`config.mk`:
```
export PLATFORM = sky130hd
export DESIGN_NAME = ctrl_pipe
export DESIGN_NICKNAME = d
export VERILOG_FILES = /design/src/rtl/ctrl_pipe_pkg.sv /design/src/rtl/ctrl_pipe_fwd.sv /design/src/rtl/ctrl_pipe.sv
export SDC_FILE = /design/constraint.sdc
export NUM_CORES = 1
export LEC_CHECK = 0
export CORE_MARGIN = 5
export CORE_UTILIZATION = 45
export CTS_CLUSTER_DIAMETER = 30
export DETAILED_ROUTE_END_ITERATION = 7
export PLACE_DENSITY = 0.73
export SLEW_MARGIN = 25
export SYNTH_ARGS = -nofsm -noshare
export SYNTH_HDL_FRONTEND = slang
export SYNTH_SLANG_ARGS = --single-unit
```
`constraint.sdc`:
```
create_clock -name clk_i -period 2.35 [get_ports clk_i]
set_clock_uncertainty 0.05 [all_clocks]
set_input_delay 0.47 -clock clk_i [delete_from_list [all_inputs] [get_ports clk_i]]
set_output_delay 0.47 -clock clk_i [all_outputs]
set_load 0.02 [all_outputs]
```
`src/rtl/ctrl_pipe_pkg.sv`:
```
// Shared definitions for the pipeline control block: ALU class and
// forward-select encodings, opcode constants and the ID/EX control bundle.
package ctrl_pipe_pkg;

    localparam logic [1:0] ALUOP_ADD   = 2'b00;
    localparam logic [1:0] ALUOP_SUB   = 2'b01;
    localparam logic [1:0] ALUOP_RTYPE = 2'b10;

    localparam logic [1:0] FWD_RF  = 2'b00;
    localparam logic [1:0] FWD_WB  = 2'b01;
    localparam logic [1:0] FWD_MEM = 2'b10;

    localparam logic [6:0] OPC_RTYPE = 7'b0110011;
    localparam logic [6:0] OPC_ADDI  = 7'b0010011;
    localparam logic [6:0] OPC_LW    = 7'b0000011;
    localparam logic [6:0] OPC_SW    = 7'b0100011;
    localparam logic [6:0] OPC_BEQ   = 7'b1100011;

    typedef struct packed {
        logic       valid;
        logic       reg_write;
        logic       mem_to_reg;
        logic       mem_read;
        logic       mem_write;
        logic       alu_src;
        logic       branch;
        logic [1:0] alu_op;
    } ctrl_t;

    localparam ctrl_t CTRL_BUBBLE = '{
        valid:      1'b0,
        reg_write:  1'b0,
        mem_to_reg: 1'b0,
        mem_read:   1'b0,
        mem_write:  1'b0,
        alu_src:    1'b0,
        branch:     1'b0,
        alu_op:     2'b00
    };

    // The younger producer (MEM) always beats the older one (WB).
    function automatic logic [1:0] fwd_sel(input logic mem_hit, input logic wb_hit);
        logic [1:0] sel;
        if (mem_hit) begin
            sel = FWD_MEM;
        end else if (wb_hit) begin
            sel = FWD_WB;
        end else begin
            sel = FWD_RF;
        end
        return sel;
    endfunction

endpackage

```
`src/rtl/ctrl_pipe_fwd.sv`:
```
// Operand-source selection for one EX operand: compares the operand's
// source register against the MEM and WB destinations.
module ctrl_pipe_fwd
    import ctrl_pipe_pkg::*;
#(
    parameter int REG_AW = 5
)
(
    input  logic              ex_valid,
    input  logic [REG_AW-1:0] rs,
    input  logic              mem_valid,
    input  logic              mem_reg_write,
    input  logic [REG_AW-1:0] mem_rd,
    input  logic              wb_valid,
    input  logic              wb_reg_write,
    input  logic [REG_AW-1:0] wb_rd,
    output logic [1:0]        sel
);

    localparam logic [REG_AW-1:0] REG_ZERO = {REG_AW{1'b0}};

    logic mem_hit_s;
    logic wb_hit_s;

    // Producer match per stage; register 0 never forwards.
    always_comb begin
        mem_hit_s = mem_valid & mem_reg_write & (mem_rd != REG_ZERO) & (mem_rd == rs);
        wb_hit_s  = wb_valid  & wb_reg_write  & (wb_rd  != REG_ZERO) & (wb_rd  == rs);
    end

    // An empty EX stage selects the register file.
    always_comb begin
        if (ex_valid) begin
            sel = fwd_sel(mem_hit_s, wb_hit_s);
        end else begin
            sel = FWD_RF;
        end
    end

endmodule

```
`src/rtl/ctrl_pipe.sv`:
```
// Pipeline control: ID/EX, EX/MEM and MEM/WB control registers with
// load-use stall detection, flush handling and EX operand forwarding.
module ctrl_pipe
    import ctrl_pipe_pkg::*;
#(
    parameter int REG_AW = 5
)
(
    input  logic              clk_i,
    input  logic              rst_i,
    input  logic              valid_i,
    input  logic              RegWrite_i,
    input  logic              MemToReg_i,
    input  logic              MemRead_i,
    input  logic              MemWrite_i,
    input  logic              ALUSrc_i,
    input  logic              Branch_i,
    input  logic [1:0]        ALUOp_i,
    input  logic [REG_AW-1:0] rs1_i,
    input  logic [REG_AW-1:0] rs2_i,
    input  logic [REG_AW-1:0] rd_i,
    input  logic              flush_i,
    output logic [1:0]        ALUOp_ex_o,
    output logic              ALUSrc_ex_o,
    output logic              MemRead_mem_o,
    output logic              MemWrite_mem_o,
    output logic              RegWrite_wb_o,
    output logic              MemToReg_wb_o,
    output logic [REG_AW-1:0] rd_wb_o,
    output logic [1:0]        ForwardA_o,
    output logic [1:0]        ForwardB_o,
    output logic              stall_o
);

    localparam logic [REG_AW-1:0] REG_ZERO = {REG_AW{1'b0}};

    ctrl_t             id_ctrl_s;
    logic              stall_s;
    logic              load_bubble_s;

    ctrl_t             idex_ctrl_r;
    logic [REG_AW-1:0] idex_rd_r;
    logic [REG_AW-1:0] idex_rs1_r;
    logic [REG_AW-1:0] idex_rs2_r;

    logic              exmem_valid_r;
    logic              exmem_reg_write_r;
    logic              exmem_mem_to_reg_r;
    logic              exmem_mem_read_r;
    logic              exmem_mem_write_r;
    logic [REG_AW-1:0] exmem_rd_r;

    logic              memwb_valid_r;
    logic              memwb_reg_write_r;
    logic              memwb_mem_to_reg_r;
    logic [REG_AW-1:0] memwb_rd_r;

    // Gather the decoded ID-stage controls into one bundle.
    always_comb begin
        id_ctrl_s            = CTRL_BUBBLE;
        id_ctrl_s.valid      = valid_i;
        id_ctrl_s.reg_write  = RegWrite_i;
        id_ctrl_s.mem_to_reg = MemToReg_i;
        id_ctrl_s.mem_read   = MemRead_i;
        id_ctrl_s.mem_write  = MemWrite_i;
        id_ctrl_s.alu_src    = ALUSrc_i;
        id_ctrl_s.branch     = Branch_i;
        id_ctrl_s.alu_op     = ALUOp_i;
    end

    // Load-use hazard: a load in EX whose destination feeds the ID instruction.
    always_comb begin
        stall_s = 1'b0;
        if (valid_i && idex_ctrl_r.valid && idex_ctrl_r.mem_read &&
            (idex_rd_r != REG_ZERO) &&
            ((idex_rd_r == rs1_i) || (idex_rd_r == rs2_i))) begin
            stall_s = 1'b1;
        end else begin
            stall_s = 1'b0;
        end
        load_bubble_s = flush_i | ~valid_i | stall_s;
    end

    // ID/EX register; stall, flush and empty ID all collapse to one bubble.
    always_ff @(posedge clk_i or negedge rst_i) begin
        if (!rst_i) begin
            idex_ctrl_r <= CTRL_BUBBLE;
            idex_rd_r   <= REG_ZERO;
            idex_rs1_r  <= REG_ZERO;
            idex_rs2_r  <= REG_ZERO;
        end else if (load_bubble_s) begin
            idex_ctrl_r <= CTRL_BUBBLE;
            idex_rd_r   <= REG_ZERO;
            idex_rs1_r  <= REG_ZERO;
            idex_rs2_r  <= REG_ZERO;
        end else begin
            idex_ctrl_r <= id_ctrl_s;
            idex_rd_r   <= rd_i;
            idex_rs1_r  <= rs1_i;
            idex_rs2_r  <= rs2_i;
        end
    end

    // EX/MEM register; a branch is stripped of any write or memory strobe here.
    always_ff @(posedge clk_i or negedge rst_i) begin
        if (!rst_i) begin
            exmem_valid_r      <= 1'b0;
            exmem_reg_write_r  <= 1'b0;
            exmem_mem_to_reg_r <= 1'b0;
            exmem_mem_read_r   <= 1'b0;
            exmem_mem_write_r  <= 1'b0;
            exmem_rd_r         <= REG_ZERO;
        end else begin
            exmem_valid_r      <= idex_ctrl_r.valid;
            exmem_reg_write_r  <= idex_ctrl_r.valid & idex_ctrl_r.reg_write  & ~idex_ctrl_r.branch;
            exmem_mem_to_reg_r <= idex_ctrl_r.valid & idex_ctrl_r.mem_to_reg & ~idex_ctrl_r.branch;
            exmem_mem_read_r   <= idex_ctrl_r.valid & idex_ctrl_r.mem_read   & ~idex_ctrl_r.branch;
            exmem_mem_write_r  <= idex_ctrl_r.valid & idex_ctrl_r.mem_write  & ~idex_ctrl_r.branch;
            exmem_rd_r         <= idex_rd_r;
        end
    end

    // MEM/WB register.
    always_ff @(posedge clk_i or negedge rst_i) begin
        if (!rst_i) begin
            memwb_valid_r      <= 1'b0;
            memwb_reg_write_r  <= 1'b0;
            memwb_mem_to_reg_r <= 1'b0;
            memwb_rd_r         <= REG_ZERO;
        end else begin
            memwb_valid_r      <= exmem_valid_r;
            memwb_reg_write_r  <= exmem_reg_write_r;
            memwb_mem_to_reg_r <= exmem_mem_to_reg_r;
            memwb_rd_r         <= exmem_rd_r;
        end
    end

    ctrl_pipe_fwd #(.REG_AW(REG_AW)) u_fwd_a (
        .ex_valid      (idex_ctrl_r.valid),
        .rs            (idex_rs1_r),
        .mem_valid     (exmem_valid_r),
        .mem_reg_write (exmem_reg_write_r),
        .mem_rd        (exmem_rd_r),
        .wb_valid      (memwb_valid_r),
        .wb_reg_write  (memwb_reg_write_r),
        .wb_rd         (memwb_rd_r),
        .sel           (ForwardA_o)
    );

    ctrl_pipe_fwd #(.REG_AW(REG_AW)) u_fwd_b (
        .ex_valid      (idex_ctrl_r.valid),
        .rs            (idex_rs2_r),
        .mem_valid     (exmem_valid_r),
        .mem_reg_write (exmem_reg_write_r),
        .mem_rd        (exmem_rd_r),
        .wb_valid      (memwb_valid_r),
        .wb_reg_write  (memwb_reg_write_r),
        .wb_rd         (memwb_rd_r),
        .sel           (ForwardB_o)
    );

    // Stage outputs, each forced to 0 when its stage holds no instruction.
    always_comb begin
        stall_o = stall_s;
        if (idex_ctrl_r.valid) begin
            ALUOp_ex_o  = idex_ctrl_r.alu_op;
            ALUSrc_ex_o = idex_ctrl_r.alu_src;
        end else begin
            ALUOp_ex_o  = 2'b00;
            ALUSrc_ex_o = 1'b0;
        end
        if (exmem_valid_r) begin
            MemRead_mem_o  = exmem_mem_read_r;
            MemWrite_mem_o = exmem_mem_write_r;
        end else begin
            MemRead_mem_o  = 1'b0;
            MemWrite_mem_o = 1'b0;
        end
        if (memwb_valid_r) begin
            RegWrite_wb_o = memwb_reg_write_r;
            MemToReg_wb_o = memwb_mem_to_reg_r;
            rd_wb_o       = memwb_rd_r;
        end else begin
            RegWrite_wb_o = 1'b0;
            MemToReg_wb_o = 1'b0;
            rd_wb_o       = REG_ZERO;
        end
    end

endmodule

```
### Yosys cells after proc, flatten, opt, wreduce, memory -nomap -nowiden

Index checks and enable logic that the tools add are counted.

| operators by class | value |
|---|---|
| equal/unequal tests | 6 |
| mux-type cells | 18 |
| bitwise logic cells | 20 |
| reduce and logical (&&, ||, !) cells | 8 |

Operators with widths:

| cell | number |
|---|---|
| 5-bit equality test | 6 |
| 5-bit 2-to-1 mux | 4 |
| 1-bit bitwise AND | 16 |
| 5-bit nonzero test | 3 |
| 2-bit 2-to-1 mux | 5 |
| 9-bit 2-to-1 mux | 1 |
| 1-bit 2-to-1 mux | 8 |
| 1-bit logical AND | 4 |
| 1-bit inverter | 2 |
| 1-bit OR | 2 |
| 1-bit logical OR | 1 |

| storage, ports and cells | value |
|---|---|
| register bits | 42 |
| bits of input ports | 27 |
| output and inout bits | 17 |
| logic and storage cells | 73 |

### Logic depth before layout (Yosys ltp)

Gate-level depths: netlist (run 1).

| depth | value |
|---|---|
| depth in word-level cells | 7 |
| depth in mapped cells | 5 |
| depth with buffers taken out | 4 |

### Hierarchy

A second synthesis (run 1) with hierarchy kept.

| unflattened totals | value |
|---|---|
| cell total of the unflattened synthesis | 180 |
| area, all modules | 1,931.9 µm² |

Modules (own cells, without submodules):

| module | instances | cells each | area an instance (µm²) | sequential area each (µm²) |
|---|---|---|---|---|
| ctrl_pipe | 1 | 134 | 1,581.5 | 1,051.0 |
| ctrl_pipe_fwd | 2 | 23 | 175.2 | 0.0 |

### Worst setup path after synthesis (run 1)

No wires, ideal clock.

| timing | value |
|---|---|
| kind | register -> output |
| start point | reg exmem_rd_r[0] |
| end point | out ForwardA_o[0] |
| arrival time | 1,691 ps |
| data required time | 1,830 ps |
| setup slack | 139 ps |
| stages on the path, launching flop included | 5 |
| path buffers | 0 |
| cell sequence | dfrtp_1 > or4_1 > o211ai_2 > nor4_1 > nor4_2 |

| between the ends | value |
|---|---|
| cells in the longest elaborated chain, start to end | 5 |
| elaborated cells between the ends (all ways) | 6 |
| those cells by class | eq/ne: 1; mux: 2; bitwise: 2; reduce/logical: 1 |

Ends and longest elaborated chain:

| element | RTL line | source |
|---|---|---|
| from (decl) | ctrl_pipe.sv:51 | `logic [REG_AW-1:0] exmem_rd_r;` |
| from (signal assigned) | ctrl_pipe.sv:119 | `exmem_rd_r <= idex_rd_r;` |
| 5-bit nonzero test | ctrl_pipe_fwd.sv:27 | `mem_hit_s = mem_valid & mem_reg_write & (mem_rd != REG_ZERO) & (mem_rd == rs);` |
| 1-bit bitwise AND | ctrl_pipe_fwd.sv:27 |  |
| 1-bit bitwise AND * | ctrl_pipe_fwd.sv:27 |  |
| 2-bit 2-to-1 mux * | ctrl_pipe_pkg.sv:44 | `if (mem_hit) begin` |
| 2-bit 2-to-1 mux * | ctrl_pipe_fwd.sv:33 | `if (ex_valid) begin` |
| to (decl) | ctrl_pipe.sv:30 | `output logic [1:0] ForwardA_o,` |

Mark *: on every way between the ends. The rest lies on a longest branch, timed or not.

### Worst setup path in the final report (run 1)

| timing | value |
|---|---|
| start point | reg exmem_rd_r[4] |
| end point | out ForwardA_o[0] |

The elaborated chain is that of the path after synthesis.

==> key figures, run 1 <==
Floorplanning
  – FP Rows: 23
  – CORE AREA: a little under 4000 um2
  – IO Pins: 44
  – Die Y: ~74 um
  – Die W: approximately 74 um
  – Die area: ~5500 um2
  – Initial Util: 0.463

Global route
  – Initial antenna violation count: 0
  – First-pass GRT wire length: ~7.2 mm
  – Pin count of the biggest net entering global routing: 43
  – Gr usage total: 0.173
  – Number of global-route vias before repair: 1,569
  – Grt total ovfl: 0

Worst setup path
  – Flop2flop setup slack: slightly above 800 ps
  – CP Cell Sequence: or4_4, o211ai_4, nor4_4, nor4_2, buf_4
  – Worst path required time: about 1800 ps
  – CP peak stage delay: ~540 ps
  – CP Class: flop to primary output
  – Worst-path maximum fanout: 2
  – Slowest-stage cell, CP: or4_4
  – Crit. End Element: primary output
  – Delay-heaviest family, CP: simple AND/OR/NAND/NOR gates
  – CP arrival: between 1500 and 2000 ps
  – Worst path bufs/invs: 1
  – Startpoint Class: flop

Final layout
  – Nets: approximately 260
  – Layout cells sized above 1: 0.204
  – Area grow syn2layout: 40.1%
  – Post-Layout Inst Area: 2570 um2
  – Fillcell total: between 300 and 400
  – Util after Layout: 0.648
  – # diodes: 0

Place
  – Placer congestion estimate: ~0.87
  – Placed cell areas: around 2400 um2
  – Detail Placement HPWL: about 3.1 mm
  – Port Buffers: 43

Detailed routing
  – Iter 0 DRT Violations: 37
  – Vias/cell: a little over 5
  – WL/cell: roughly 15 um
  – Router iterations before antenna repair: 4
  – # DRC: 0
  – Via count: around 1,400
  – Drt total wl: approximately 4.1 mm
  – Antenna viol nets, final: 0

CTS
  – Worst-path clk slew: around 70 ps
  – TritonCTS Sinks: 42
  – Root buffer cell: clkbuf_8
  – Clock latency on the worst-skew pair: slightly below 300 ps
  – Clk buf depth: 2
  – Total CTS buffers: 5
  – CTS tree: built
  – CTS H-tree depth: 2

Synthesis
  – Largest cells by area after synthesis: dfrtp_1, xnor2_1, xor2_1
  – Post-synthesis simple-gate area fraction: 0.183
  – Post-Synth XOR/XNOR Area: 0.143
  – Sequential share of the synthesized area: 0.572
  – Ys flop type: dfrtp_1
  – Synth cell count leaders: dfrtp_1, nand2_1, a21oi_1
  – Avg Cell Area, Syn: 10.9 um2
  – Mux cell area share after synthesis: 0
  – Count leader, synth: dfrtp_1
  – Syn nets: a little under 200
  – Post-synthesis instance area: around 1800 um2
  – Yosys top cell by area: dfrtp_1
  – Largest family of logic cells by synthesized area: simple AND/OR/NAND/NOR gates
  – Synth Warn #: 0
  – Synth Area in Compound Gates: 0.0865
  – Adder-Cell Fraction of Synth Area: 0
  – Synth cell types: 20
  – Post-synth EDFFs: 0
  – Share of the synthesized area in the top cell type: 0.572
  – Ys async rst share: 1.00
  – Post-Synthesis Cells: approximately 170
  – Yosys reg bits: between 40 and 50

Power and ir drop
  – Pwr dens: ~550 nW/um2
  – Maximum VDD drop: 0.393 mV
  – LEAKAGE: 1.22 nW

Run
  – Max_cap viols: 0

STA
  – Fin crit share: 1.03
  – Hold Fails Final Rpt: 0
  – Crit path time final: ~2400 ps
  – Unrepaired setup endpoints after global routing: yes
  – Slew headroom: 0.416
  – Max-slew violation count: 0
  – Fmax achieved: between 400 and 500 MHz
  – Final setup margin: -74.0 ps
  – Worst slew pin tran: 876 ps
  – Final setup fails: 4

Outcome
  – Failing checks: setup timing
  – Status: complete, but fails checks

Worst hold path
  – Worst Hold Class: primary input to asynchronous set/reset pin
==> final timing paths <==
path,start,to,cells past startpoint
setup / recovery,exmem_rd_r[4]$_DFF_PN0_,ForwardA_o[0],5
hold / removal,rst_i,idex_rs2_r[3]$_DFF_PN0_,1
setup reg to reg,idex_rd_r[3]$_DFF_PN0_,idex_ctrl_r[8]$_DFF_PN0_,5
hold reg to reg,exmem_mem_to_reg_r$_DFF_PN0_,memwb_mem_to_reg_r$_DFF_PN0_,0
max in group asynchronous,rst_i,memwb_mem_to_reg_r$_DFF_PN0_,1
min in group clk_i,exmem_mem_to_reg_r$_DFF_PN0_,memwb_mem_to_reg_r$_DFF_PN0_,0
==> power by group <==
part	internal (W)	switching (W)	leakage [nW]	total, W
registers	0.000748	0.0000211	0.566	0.000769
clock network	0.000237	0.000233	0.0482	0.000469
logic	0.0000969	0.0000872	0.605	0.000184
==> registers in the layout, summed over array words and instances, names as in the netlist, 5 cells and up <==
| name | flops |
|---|---|
| idex_rs1_r | 5 |
| idex_rs2_r | 5 |
| idex_rd_r | 5 |
| memwb_rd_r | 5 |
| exmem_rd_r | 5 |
| idex_ctrl_r | 9 |
==> metrics by stage <==
step	std cells	hold slack [ps]	setup WS, ps	power (W)	setup TNS, ps
2_1_floorplan	168	124	139	0.000855	0
3_3_place_gp	270	284	-329	0.000947	-905
3_5_place_dp	270	285	-370	0.000954	-1140
4_1_cts	280	281	-160	0.00143	-316
5_1_grt	280	308	-162	0.00149	-499
6_report	280	244	-74.0	0.00142	-158
==> what timing repair did <==
action / 4_1_cts / 5_1_grt
pin swaps: 8 / 5
setup buffers: 2 / 0
setup endpoints to repair: 5 / 5
gates resized for setup: 35 / 3
hold buffers: 0 / 0
==> cell type report <==
cell class                 count  area, um2  area share
sequential                    42       1050       0.408
multi-input combinational    119        811       0.315
timing repair buffer          61        559       0.217
clock buffer                   7       86.3      0.0335
tap                           50       62.6      0.0243
clock inverter                 1       5.00     0.00194
==> per-layer routing <==
metal  track usage  routed length [um]
met5             0                   0
met4        0.0885                 159
met3        0.0629                 297
met2         0.287                2070
met1         0.195                1580
==> layout by cell type (no fill, tap or decap), drive strengths merged <==
cell type,instances
dfrtp,42
xor2,14
clkinv,1
nor2b,2
a21oi,24
o211ai,2
nor2,1
a21boi,1
dlymetal6s2s,1
and2,19
nor4,4
clkbuf,7
or4,4
nand2,25
clkdlybuf4s50,36
xnor2,16
buf,24
nand3,5
nor3,1
o22ai,1
==> kinds of logic after synthesis <==
logic type                count (synthesis)
AOI/OAI and AO/OA                        28
xor gates and xnor gates                 30
buffers and inverters                     7
DFF                                      42
and+or+nand+nor                          61
Note: power is estimated with default switching activity, not from simulation.
==> inputs of run 2 (changes only) <==
Settings changed: CTS_BUF_LIST from default to sky130_fd_sc_hd__clkbuf_16, MAX_ROUTING_LAYER from default to met4, SLEW_MARGIN 25 to default.
==> key figures, run 2 (synthesis gave the netlist of run 1 again) <==
Worst setup path
  – Flop2flop setup slack: around 830 ps
  – Crit. End Element: primary output
  – CP arrival: roughly 1900 ps
  – Worst-path maximum fanout: 2
  – R2r endpoint: idex_rs2_r[2]$_DFF_PN0_
  – CP Class: flop to primary output
  – Startpoint Class: flop
  – Critical R2R Launch: idex_rd_r[0]$_DFF_PN0_
  – Worst path required time: 1830 ps
  – FF-to-FF path depth: 5

STA
  – Max-slew violation count: 0
  – Fin crit share: 1.02
  – Total negative slack: -96.8 ps
  – Crit path time final: approximately 2400 ps
  – Final setup margin: -57.7 ps
  – Final setup fails: 2
  – Hold Fails Final Rpt: 0
  – Fmax achieved: about 420 MHz
  – Worst slew pin tran: around 900 ps
  – Unrepaired setup endpoints after global routing: yes
  – Slew headroom: 0.414

Place
  – Dpl ws: -370 ps
  – Inst Count DP: between 200 and 300
  – Detail Placement HPWL: between 3 and 4 mm
  – Placer congestion estimate: 0.882
  – Port Buffers: 43
  – Placed cell areas: approximately 2400 um2

Detailed routing
  – Router iterations before antenna repair: 4
  – Via count: between 1,000 and 1,500
  – Iter 0 DRT Violations: 42
  – Antenna viol nets, final: 0
  – # DRC: 0
  – Drt total wl: roughly 4.1 mm
  – WL/cell: roughly 15 um
  – Vias/cell: between 5 and 6

Final layout
  – Most frequent cells in the layout: dfrtp_1, clkdlybuf4s50_1, nand2_1
  – # diodes: 0
  – Fillcell total: about 300
  – Area grow syn2layout: 42.8%
  – Nets: 256
  – Reg with most FFs: idex_ctrl_r
  – Layout cells sized above 1: 0.204
  – Final non-filler cell total: 280
  – Largest register FFs: 9
  – Commonest non-fill, non-tap cell in the layout: dfrtp_1
  – Post-Layout Inst Area: roughly 2600 um2

Power and ir drop
  – Pwr dens: just over 600 nW/um2
  – LEAKAGE: about 1.2 nW
  – Power, Total: approximately 0.0016 W
  – Maximum VDD drop: approximately 0.48 mV

CTS
  – Post-CTS Hold Fix Bufs: 0
  – TritonCTS Sinks: 42
  – Worst-path clk slew: roughly 60 ps
  – CTS tree: built
  – Clk buf depth: 2
  – Clock latency on the worst-skew pair: roughly 280 ps
  – Total CTS buffers: 5
  – Root buffer cell: clkbuf_16
  – CTS H-tree depth: 2

Floorplanning
  – FP Rows: 23
  – Die area: around 5500 um2
  – IO Pins: between 40 and 50
  – Die Y: roughly 74 um
  – Initial Util: 0.463
  – Die W: roughly 74 um
  – CORE AREA: a little under 4000 um2

Global route
  – Initial antenna violation count: 0
  – First-pass GRT wire length: 7.15 mm
  – Number of global-route vias before repair: about 1,600
  – Gr usage total: 0.178
  – Pin count of the biggest net entering global routing: 43
  – Grt total ovfl: 0

Outcome
  – Status: complete, but fails checks
  – Failing checks: setup timing

Worst hold path
  – Worst Hold Class: primary input to asynchronous set/reset pin

Run
  – Max_cap viols: 0
run 2: cell types whose count changed in the layout (fill, tap and decap cells not counted):
cell            change
clkbuf_1            -1
clkbuf_16           +5
clkbuf_8            -6
clkinv_1            +1
dlygate4sd2_1       +1
dlymetal6s2s_1      -1
inv_1               +1
xnor2_1             -1
xnor2_2             +1
run 2: critical path: stages, from the launching register on:
cell	delay, ps
dfrtp_1	370
or4_4	540
o211ai_4	260
nor4_4	70
nor4_2	170
buf_4	190
run 2: area by class of cell:
cell class	instances	area, um2	share of cell area
repair buffers	61	556	0.212
well taps	50	62.6	0.0238
multi-input cells	119	818	0.312
clock inverters	3	12.5	0.00477
clock buffers	5	125	0.0477
flip-flops and latches	42	1050	0.400
run 2: timing repair:
item,in CTS,in global routing
gates resized for setup,37,2
endpoints found under the setup margin,5,4
buffers inserted,2,0
pin swaps,8,4
run 2: stage by stage:
step,util,hold WS (ps)
after floorplan,-,124
after global placement,0.609,284
after detailed placement,0.609,285
after CTS,0.659,297
after global routing,0.661,303
final,0.661,266
run 2: where the power goes:
part	switching (W)	leakage [nW]	total [W]	internal, W
sequential	0.0000217	0.566	0.000771	0.000750
clock	0.000247	0.0724	0.000630	0.000383
combinational	0.0000878	0.603	0.000185	0.0000974
run 2: worst max-delay path by stage:
stage | startpoint | endpoint | slack [ps] | depth (start not counted)
final | exmem_rd_r[4]$_DFF_PN0_ | ForwardA_o[0] | -60 | 5
after detailed placement | exmem_rd_r[0]$_DFF_PN0_ | ForwardA_o[0] | -370 | 5
after CTS | memwb_rd_r[2]$_DFF_PN0_ | ForwardA_o[0] | -140 | 5
after global placement | rs1_i[0] | stall_o | -330 | 6
after floorplan | exmem_rd_r[0]$_DFF_PN0_ | ForwardA_o[0] | 140 | 4
after global routing | exmem_rd_r[4]$_DFF_PN0_ | ForwardA_o[0] | -130 | 5
run 2: metal layers:
metal,wire (um),track usage,up-vias
met1,1610,0.201,660
li1,-,-,676
met3,224,0.0451,14
met2,2170,0.292,51
met5,0,-,-
met4,140,0.0905,0
==> RTL change 1, RTL diff (flow settings as in run 2) <==
Make the reset (`rst_i`) synchronous in 3 clocked blocks.
--- a/src/rtl/ctrl_pipe.sv
+++ b/src/rtl/ctrl_pipe.sv
@@ -84,3 +84,3 @@
     // ID/EX register; stall, flush and empty ID all collapse to one bubble.
-    always_ff @(posedge clk_i or negedge rst_i) begin
+    always_ff @(posedge clk_i) begin
         if (!rst_i) begin
@@ -104,3 +104,3 @@
     // EX/MEM register; a branch is stripped of any write or memory strobe here.
-    always_ff @(posedge clk_i or negedge rst_i) begin
+    always_ff @(posedge clk_i) begin
         if (!rst_i) begin
@@ -123,3 +123,3 @@
     // MEM/WB register.
-    always_ff @(posedge clk_i or negedge rst_i) begin
+    always_ff @(posedge clk_i) begin
         if (!rst_i) begin
Behaviour: differs if rst_i is asserted again (counterexample within 4 cycles, from zero or initial values and one cycle with rst_i low); with rst_i held inactive, the same outputs for 10 cycles.
==> RTL change 1 against run 2 <==
  * Total power is 3.7% lower
  * Sequential share of layout area is 6.3 points lower
  * Count of clock-buffer cells in the layout stayed put
  * Synthesized area is 4.1% lower
  * Worst setup slack better by 0.048 ns
  * Global-route usage is 0.71 points lower
  * Sequential power is 4.3% lower
  * Wire length is 1.2% lower
  * Sequential cell count stayed put
  * The flow still finishes with violations (negative setup slack)
  * Final cell count is 5.0% higher
  * Cell area is 4.2% lower
==> RTL change 1: results (changes against run 2) <==
Synthesis
  – Primary FF master, synth: dfxtp_1
  – Top cells by count, synth: dfxtp_1 (42), nand3_1 (28), and2_1 (26)
  – Post-Synthesis Cells: 187 (+11%)
  – Asr flop ratio synth: 0 (-1.00)
  – Sequential area share after synthesis: 0.477 (-0.0949)
  – Count of cell types in the netlist: 19 (-5.0%)
  – Post-Syn Nets: 214 (+9.7%)
  – Synth top area cells: dfxtp_1 (48%), and2_1 (9.2%), nand3_1 (7.9%), xnor2_1 (7.9%), a21oi_1 (7.1%)

Routing
  – Vias/cell: 5.06 (+1.1%)
  – Avg WL per Cell: 13.9 um (-5.9%)
  – Initial detailed-routing violation count: 66 (+57%)
  – Final wirelength: 4.09 mm (-1.2%)

Final layout
  – Share of cells above drive strength 1: 0.203 (-0.00110)
  – Final-stage net count: 272 (+6.3%)
  – Fillers: 307 (+1.7%)

Clock network
  – Clk buf depth: 2 (unchanged)
  – Post-CTS setup buffers: 0 (-2)

Setup path
  – Critical path fanouts, max: 3 (+1)
  – WP data arrival: 1.84 ns (-0.05 ns)
  – Crit-path max cell delay: 0.50 ns (-0.04 ns)

Run status
  – Failing checks: negative setup slack
  – Outcome: finished with violations

Place
  – Placer Congestion: 0.898 (+1.7%)
  – Post-DP HPWL: 3.15 mm (+3.1%)
  – Dpl cells: 286 (+5.9%)

Timing
  – Final setup TNS: -0.00934 ns (+0.0875 ns)
  – # setup viols final: 1 (-1)
  – PnR worst setup slack: -0.00934 ns (+0.0483 ns)
  – Least-Margin Pin Slew: 0.405 ns (-0.475 ns)

Worst hold path
  – Worst min-delay path class: flip-flop to flip-flop

Global route
  – First-pass GRT wire length: 6.75 mm (-5.6%)
  – Vias in the first global route: 1458 (-8.2%)
  – Largest net degree at the start of global routing: 25 (-42%)

Power and ir drop
  – Leak: 1.06 nW (-14%)
  – Max VDD drop: 0.430 mV (-11%)
[RTL change 1: what timing repair did]
| item | 4_1_cts | 5_1_grt |
|---|---|---|
| gates resized for setup | 30 | 5 |
| pin swaps | 2 | 0 |
| setup endpoints to repair | 5 | 2 |
[RTL change 1: logic make-up after synthesis]
kind of cell | count (synthesis) | share of synthesized area
simple gates | 77 | 0.263
buf+inv | 10 | 0.0227
compound gates | 28 | 0.0887
flops | 42 | 0.477
xor+xnor | 30 | 0.149
[RTL change 1: metrics by stage]
step	util	area (um2)	setup slack, ns
3_3_place_gp	0.632	2350	-0.347
5_1_grt	0.676	2510	-0.0861
3_5_place_dp	0.632	2350	-0.349
4_1_cts	0.672	2500	-0.0305
6_report	0.676	2510	-0.00934
2_1_floorplan	-	1760	0.190
[RTL change 1: report_power, final]
| part | total (mW) | switching, mW | internal (mW) |
|---|---|---|---|
| registers | 0.738 | 0.0112 | 0.727 |
| clock network | 0.656 | 0.269 | 0.387 |
| logic | 0.134 | 0.0569 | 0.0768 |
| total | 1.53 | 0.337 | 1.19 |
[RTL change 1: layer usage]
| metal | part of all wire | track usage | routed length [um] |
|---|---|---|---|
| met5 | 0 | - | 0 |
| met2 | 0.52 | 0.293 | 2140 |
| met3 | 0.052 | 0.0413 | 211 |
| met1 | 0.41 | 0.192 | 1660 |
| met4 | 0.019 | 0.0656 | 78 |
[RTL change 1: final timing paths]
path	end	depth (start not counted)	slack, ns	startpoint
max	ForwardA_o[0]	5	-0.009	memwb_rd_r[1]$_SDFF_PN0_
max reg2reg	idex_ctrl_r[8]$_SDFF_PP0_	5	0.88	idex_rd_r[0]$_SDFF_PP0_
min	exmem_mem_write_r$_SDFF_PN0_	1	0.38	idex_ctrl_r[4]$_SDFF_PP0_
min reg2reg	exmem_mem_write_r$_SDFF_PN0_	1	0.38	idex_ctrl_r[4]$_SDFF_PP0_
[RTL change 1: worst reg2reg max path, cell delays in order, from the launching register on]
cell     delay [ns]
dfxtp_1        0.42
xnor2_1        0.15
nand3_1        0.10
o22ai_1        0.21
buf_4          0.30
a21oi_1        0.12
[RTL change 1: cell type report]
class	count	share of cell area
Clock buffer	5	0.0498
Clock inverter	3	0.00647
Multi-Input combinational cell	135	0.366
Sequential cell	42	0.337
Tap cell	48	0.0239
Timing Repair Buffer	61	0.217
==> RTL change 2, RTL diff (config.mk and constraints of run 2) <==
Without the edit above. `REG_AW` is set to 5 in 2 places; all go to 6.
--- a/src/rtl/ctrl_pipe_fwd.sv
+++ b/src/rtl/ctrl_pipe_fwd.sv
@@ -5,3 +5,3 @@
 #(
-    parameter int REG_AW = 5
+    parameter int REG_AW = 6
 )
--- a/src/rtl/ctrl_pipe.sv
+++ b/src/rtl/ctrl_pipe.sv
@@ -5,3 +5,3 @@
 #(
-    parameter int REG_AW = 5
+    parameter int REG_AW = 6
 )
Ports: changed (resized rd_i, rd_wb_o, rs1_i and rs2_i); port bits go from 44 to 48. No check against the original RTL was run, so the function may have changed too.
==> RTL change 2 against run 2 <==
  * The flow still finishes with violations (negative setup slack)
  * Worst setup slack got worse by 0.036 ns
  * Cell area increased by 8.2%
  * Worst hold slack got worse by 0.059 ns
  * Register-to-register slack lost 0.11 ns
  * Total power rose by 9.8%
  * Synthesized area up 11%
  * Wire length increased by 3.0%
  * Synthesized cell count grew 13%
  * Sequential cell count rose by 5
  * Global-route usage shrank 1.6 points
  * Sequential power grew 12%
  * Critical endpoint is now ForwardB_o[0]
  * Largest power group unchanged
==> RTL change 2: results (changes against run 2) <==
Run status
  – Outcome: finished with violations
  – Failing checks: negative setup slack

Global route
  – GR met3 Demand/Resource: 0.0433 (-0.00182)
  – First-pass GRT wire length: 7.50 mm (+4.9%)
  – Vias in the first global route: 1605 (+1.0%)
  – Met2 Usage GRT: 0.257 (-0.0356)
  – Largest net degree at the start of global routing: 48 (+12%)

Setup path
  – Worst setup endpoint: ForwardB_o[0]
  – Worst r2r dst: idex_ctrl_r[8]$_DFF_PN0_
  – WP data arrival: 1.92 ns (+0.03 ns)
  – Reg2reg setup slack: 0.72 ns (-0.11 ns)
  – Crit path from: exmem_rd_r[1]$_DFF_PN0_

Synthesis
  – Post-Syn Nets: 219 (+12%)
  – #FFs+latches synth: 47 (+12%)
  – Post-Synth XOR/XNOR Area: 0.155 (+0.0116)
  – Sequential area share after synthesis: 0.577 (+0.00487)
  – Synth Area in Compound Gates: 0.0859 (-0.000564)
  – Top cells by count, synth: dfrtp_1 (47), nand2_1 (28), a21oi_1 (27)

Final layout
  – Fillers: 386 (+28%)
  – Inverters: 1 (+1)
  – Clk cell area share: 0.0528 (+0.000409)
  – Share of cells above drive strength 1: 0.145 (-0.0598)
  – Multi-input gate count: 134 (+13%)
  – Signal buffers share of area: 0.214 (+0.00237)
  – Final-stage net count: 285 (+11%)

Power and ir drop
  – Seq pwr: 0.864 mW (+12%)
  – Max VDD drop: 0.448 mV (-6.9%)
  – Total power: 1.74 mW (+9.8%)
  – Comb power frac: 0.110 (-0.007)
  – Int Pwr: 1.34 mW (+9.2%)

Place
  – Placer Congestion: 0.899 (+1.9%)
  – Post-DP HPWL: 3.16 mm (+3.3%)
  – Port Buf Inserts: 47 (+9.3%)

Routing
  – Initial detailed-routing violation count: 131 (+210%)
  – Avg WL per Cell: 13.8 um (-6.4%)
  – Via count: 1531 (+9.3%)

Clock network
  – Post-CTS setup buffers: 0 (-2)

Die
  – Die area: 5980 um2 (+9.4%)

Timing
  – # setup viols final: 4 (+2)
  – PnR worst setup slack: -0.0941 ns (-0.0364 ns)
-- RTL change 2: changes by cell type after synthesis, moves of 3 or more --
cell,before,now
nor2_1,1,4
a21oi_1,24,27
xnor2_1,16,24
nand4_1,0,6
nand3_1,5,1
and2_2,6,0
nand2_1,25,28
dfrtp_1,42,47
and2_1,12,18
-- RTL change 2: layer usage --
| metal | vias to the layer above | wire length [um] |
|---|---|---|
| li1 | 762 | - |
| met1 | 720 | 1780 |
| met2 | 40 | 2160 |
| met3 | 9 | 227 |
| met4 | 0 | 97 |
| met5 | - | 0 |
-- RTL change 2: stage by stage --
stage               cells  worst slack, ns  hold WS [ns]  utilization
floorplan             189            0.278         0.124            -
global placement      300           -0.332         0.282        0.612
detailed placement    300           -0.337         0.286        0.612
CTS                   308           -0.109         0.230        0.642
global route          308           -0.202         0.273        0.648
finish                308          -0.0941         0.207        0.648
-- RTL change 2: what timing repair did --
item / 4_1_cts / 5_1_grt
pin swaps: 1 / 3
setup endpoints to repair: 5 / 5
gates resized for setup: 22 / 9
